==> config.mk <==
export PLATFORM = sky130hd
export DESIGN_NAME = write_back_buffer
export DESIGN_NICKNAME = d
export VERILOG_FILES = /design/src/rtl/write_back_buffer.sv
export SDC_FILE = /design/constraint.sdc
export NUM_CORES = 1
export LEC_CHECK = 0
export ABC_AREA = 1
export CORE_ASPECT_RATIO = 0.9
export CORE_MARGIN = 3
export CORE_UTILIZATION = 50
export CTS_BUF_LIST = sky130_fd_sc_hd__clkbuf_8
export CTS_CLUSTER_SIZE = 28
export DETAILED_ROUTE_END_ITERATION = 7
export PLACE_DENSITY = 0.73
export SYNTH_ARGS = -nofsm -noshare
export SYNTH_HDL_FRONTEND = slang
export SYNTH_SLANG_ARGS = --single-unit
==> constraint.sdc <==
create_clock -name Clk -period 2.7 [get_ports Clk]
set_input_delay 0.27 -clock Clk [delete_from_list [all_inputs] [get_ports Clk]]
set_output_delay 0.27 -clock Clk [all_outputs]
set_load 0.02 [all_outputs]
==> src/rtl/write_back_buffer.sv <==
// Register write-back FIFO: queues datapath writes, retires one per cycle to the
// register file port, and forwards the youngest pending value to operand reads.
module write_back_buffer #(
  parameter int DEPTH = 4,
  parameter int CW    = 3
) (
  input  logic        Clk,
  input  logic        Rst,
  input  logic        InValid,
  input  logic [4:0]  InAddr,
  input  logic [31:0] InData,
  output logic        InReady,
  input  logic        Stall,
  output logic [4:0]  Awr,
  output logic [31:0] Din,
  output logic        WrEn,
  input  logic [4:0]  Adr1,
  input  logic [4:0]  Adr2,
  output logic        Hit1,
  output logic        Hit2,
  output logic [31:0] FwdData1,
  output logic [31:0] FwdData2,
  output logic [CW-1:0] Count
);

  localparam int AW = (DEPTH > 1) ? $clog2(DEPTH) : 1;

  logic [4:0]    r_addr [DEPTH];
  logic [31:0]   r_data [DEPTH];
  logic [AW-1:0] r_head;
  logic [AW-1:0] r_tail;
  logic [CW-1:0] r_count;

  logic w_full;
  logic w_empty;
  logic w_push;
  logic w_pop;

  assign w_full  = (r_count == CW'(DEPTH));
  assign w_empty = (r_count == '0);

  // A pop in the same cycle never frees space for that cycle's push.
  assign InReady = !w_full;
  // R0 writes complete the handshake but are never stored.
  assign w_push  = InValid && !w_full && (InAddr != 5'd0) && !Rst;
  assign w_pop   = !w_empty && !Stall;

  assign WrEn  = w_pop;
  assign Awr   = w_empty ? 5'd0  : r_addr[r_head];
  assign Din   = w_empty ? 32'd0 : r_data[r_head];
  assign Count = r_count;

  always_ff @(posedge Clk) begin
    if (Rst) begin
      r_head  <= '0;
      r_tail  <= '0;
      r_count <= '0;
    end else begin
      if (w_push) r_tail <= r_tail + AW'(1);
      if (w_pop)  r_head <= r_head + AW'(1);
      case ({w_push, w_pop})
        2'b10:   r_count <= r_count + CW'(1);
        2'b01:   r_count <= r_count - CW'(1);
        default: r_count <= r_count;
      endcase
    end
  end

  always_ff @(posedge Clk) begin
    if (w_push) begin
      r_addr[r_tail] <= InAddr;
      r_data[r_tail] <= InData;
    end
  end

  // Per-age match vectors: age 0 is the head (oldest), higher ages are younger.
  logic [AW-1:0]    w_slot [DEPTH];
  logic [DEPTH-1:0] w_vld;
  logic [DEPTH-1:0] w_m1;
  logic [DEPTH-1:0] w_m2;

  generate
    for (genvar gi = 0; gi < DEPTH; gi++) begin : g_age
      assign w_slot[gi] = r_head + AW'(gi);
      assign w_vld[gi]  = (CW'(gi) < r_count);
      assign w_m1[gi]   = w_vld[gi] && (Adr1 != 5'd0) && (r_addr[w_slot[gi]] == Adr1);
      assign w_m2[gi]   = w_vld[gi] && (Adr2 != 5'd0) && (r_addr[w_slot[gi]] == Adr2);
    end
  endgenerate

  logic        w_hit1;
  logic        w_hit2;
  logic [31:0] w_fwd1;
  logic [31:0] w_fwd2;

  // Scan oldest to youngest so the last match (youngest) wins.
  always_comb begin
    w_hit1 = 1'b0;
    w_hit2 = 1'b0;
    w_fwd1 = 32'd0;
    w_fwd2 = 32'd0;
    for (int i = 0; i < DEPTH; i++) begin
      if (w_m1[i]) begin
        w_hit1 = 1'b1;
        w_fwd1 = r_data[w_slot[i]];
      end
      if (w_m2[i]) begin
        w_hit2 = 1'b1;
        w_fwd2 = r_data[w_slot[i]];
      end
    end
  end

  assign Hit1     = w_hit1;
  assign Hit2     = w_hit2;
  assign FwdData1 = w_fwd1;
  assign FwdData2 = w_fwd2;

endmodule

==> flow_metrics.py <==
metrics = {
    "timing": {
        "worst_slew_pin_slew_ns": 0.752,
        "fin_tns_setup_ns": -14.94,
        "setup_slack_ns": -0.322,
        "drv_slew": 0,
        "rsz0062_at_grt": "true",
        "skew_ns": 0.0266,
        "fin_crit_sh_pct": 112,
        "fin_crit_ns": 3.02,
        "whs_ns": 0.410,
        "max_freq_mhz": 331,
        "setup_viol": 67,
        "timing_hold_violations_final": 0,
        "maxSlewHeadroom_pct": 49.9,
    },
    "cts": {
        "tritoncts.num_buffers": 17,
        "cts-root-buf": "clkbuf_8",
        "cts_max_level": 4,
        "cts_sinks": 157,
        "clk_pin_slew_ns": 0.10,
        "clock_latency_ns": 0.48,
        "cts_tree": "built",
        "clockBufferDepth": 2,
        "ctsHoldBuffers": 0,
    },
    "placement": {
        "gp_congestion": 1.00,
        "port_buffers": 158,
        "post-place-ws_ns": -0.437,
        "post-dp-hpwl_um": 31400,
    },
    "route": {
        "final_antenna_net_count": 0,
        "drc": 0,
        "first_pass_iters": 8,
        "wirelength_um": 52500,
        "vias_per_cell": 6.15,
        "route.vias.total": 15300,
        "detail_route.iter0.violations": 2167,
        "avgRoutedWirePerCell_um": 21.1,
    },
    "power_and_ir_drop": {
        "power.density_mw_per_mm2": 892,
        "p_leak_uw": 0.00844,
        "ir_worst_vdd_mv": 0.700,
    },
    "layout": {
        "multi_input_area_mm2": 0.00815,
        "layout-drive-gt1-share_pct": 32.0,
        "nets": 2202,
        "seqCellArea_mm2": 0.00464,
        "n_antenna_cell": 0,
        "area_growth_pct": 49.2,
        "layout_commonest_cell": "nand2_1",
        "final_cell_mix": "484 x nand2_1, 181 x nor2_1, 169 x o21ai_0, 148 x edfxtp_1, 136 x buf_4",
        "fillers": 1718,
    },
    "logic_synthesis": {
        "seq_area_frac_synth_pct": 37.1,
        "synth_warnings": 0,
        "netlist_area_mm2": 0.0125,
        "syn-num-nets": 1923,
        "ys_seq_elements": 157,
        "synth_cell_types": 35,
        "syn_inst": 1863,
        "syn_avg_cell_area_um2": 6.69,
    },
    "setup_path": {
        "path_cells": "buf_6, nand2_4, nand2_4, buf_12, nand2_8, nand2_4, nand2_2, nand2_2, nor2_4, nand3_4, buf_6, buf_12, nand3_1, nand2_1, nand2_1, nand2_2, buf_6",
        "cp_max_fo": 8,
        "critPathLaunchType": "flop",
        "required_ns": 2.43,
        "critPathKind": "reg2out",
        "cp_slowest_stage_delay_ns": 0.39,
        "cp_slowest_cell": "dfxtp_4",
        "endpoint_kind": "primary output",
        "cp_top_family": "simple AND/OR/NAND/NOR gates",
        "crit_buf_inv": 5,
        "crit_arrival_ns": 2.75,
    },
    "global_route": {
        "grt_max_degree": 84,
        "grt_first_pass_wirelength_um": 76100,
        "track_usage_pct": 36.1,
        "antenna_found_initial": 0,
        "grt_pass1_vias": 14200,
        "overflow": 0,
    },
    "hold_path": {
        "holdCritPathClass": "in2reg",
    },
    "floorplanning": {
        "dieArea_mm2": 0.0268,
        "rows": 54,
        "die_w_um": 172,
        "core_area_mm2": 0.0244,
        "initial_core_util_pct": 51.1,
        "die_h_um": 156,
        "io_pins": 159,
    },
    "status": {
        "violations": "setup timing",
        "status": "complete, but fails checks",
    },
    "flow_run": {
        "drv_cap": 0,
    },
}
==> layer usage <==
| metal | global-route usage (%) | vias up | share of wire, % |
|---|---|---|---|
| li1 | - | 6779 | - |
| met1 | 48.6 | 6965 | 37 |
| met2 | 56.2 | 1282 | 44 |
| met3 | 7.93 | 297 | 13 |
| met4 | 15.9 | 0 | 6.1 |
| met5 | 0 | - | 0 |
==> logic make-up after synthesis <==
family                     after synthesis  synth area share [%]
AOI/OAI and AO/OA                      324                  14.7
and+or+nand+nor                       1101                  36.9
adders and majority gates                9                 0.904
buffers and inverters                  260                  9.44
muxes                                    9                 0.723
DFF                                    157                  37.1
xor gates and xnor gates                 3                 0.211
==> state kept, by name (all words and copies together) (netlist names), named ones only <==
signal,cells
r_addr,20
r_head,2
r_tail,2
Count,3
r_data,128
==> worst reg2reg max path: stages, from the launching register on <==
cell     delay, ns
dfxtp_1       0.41
inv_1         0.10
buf_4         0.15
ha_1          0.21
nand2_1       0.07
inv_1         0.05
buf_4         0.22
nor2_1        0.24
ha_1          0.32
nor2_1        0.14
o21ai_0       0.13
o21ai_0       0.17
a21oi_1       0.06
==> Yosys cell counts <==
library cell  number  share of area, %
nand3_2            1             0.080
a21oi_1           77               3.1
nor3_1             1             0.040
clkinv_1           1             0.030
inv_4              2              0.10
inv_2              3             0.090
buf_2             57               2.3
o22ai_1            5              0.25
clkbuf_1          46               1.4
o211ai_1           1             0.060
inv_1            126               3.8
o21ai_1            6              0.24
buf_4              9              0.54
a32oi_1           14              0.98
nand3_1          112               4.5
nor2_1           234               7.1
nand2_4            2              0.18
edfxtp_1         148                36
o21a_1            10              0.60
ha_1               9              0.90
xor2_1             3              0.21
dfxtp_1            9               1.4
a221oi_1          22               1.5
nor2b_1           14              0.70
nand2_1          655                20
nand4_1           68               3.4
buf_1              4              0.12
mux2i_1            9              0.72
nand2_2            4              0.20
buf_6             12               1.1
nor2_2             1             0.050
nor2_4             7              0.63
nand3_4            2              0.28
o21ai_0          171               6.9
a22oi_1           18               1.1
==> worst paths after layout <==
kind	to	slack [ns]	cells after the start	startpoint
worst max-delay path	FwdData1[22]	-0.32	17	r_head[0]
worst min-delay path	Count[0]	0.41	2	Rst
worst max register to register	Count[2]	0.33	12	Count[0]
worst min register to register	r_tail[0]	0.57	2	r_tail[0]
==> area by class of cell <==
| class | instances | area share, % |
|---|---|---|
| clock inverters | 15 | 0.808 |
| inverters | 132 | 2.80 |
| flip-flops and latches | 157 | 25.0 |
| multi-input cells | 1446 | 43.9 |
| well taps | 336 | 2.26 |
| repair buffers | 388 | 24.1 |
| clock buffers | 17 | 1.26 |
==> power breakdown <==
group	switching [µW]	leakage [µW]	internal (µW)	total, µW
registers	115	0.00142	2800	2910
clock network	1060	0.000196	763	1820
logic	7340	0.00683	4500	11800
==> what timing repair did <==
item / CTS / global route
pin swaps: 49 / 117
resized for setup: 655 / 283
setup buffers: 26 / 13
endpoints found under the setup margin: 99 / 88
cloned: 19 / 4
==> per-stage QoR <==
stage,std cells,power (µW),utilization [%],cell area (µm²)
floorplan,1863,8360,-,12500
detailed placement,2404,12400,63.5,15500
global placement,2404,12300,63.5,15500
finish,2491,16600,76.2,18600
global route,2491,17300,76.2,18600
CTS,2481,15400,71.8,17500
Note: power is estimated with default switching activity, not from simulation.
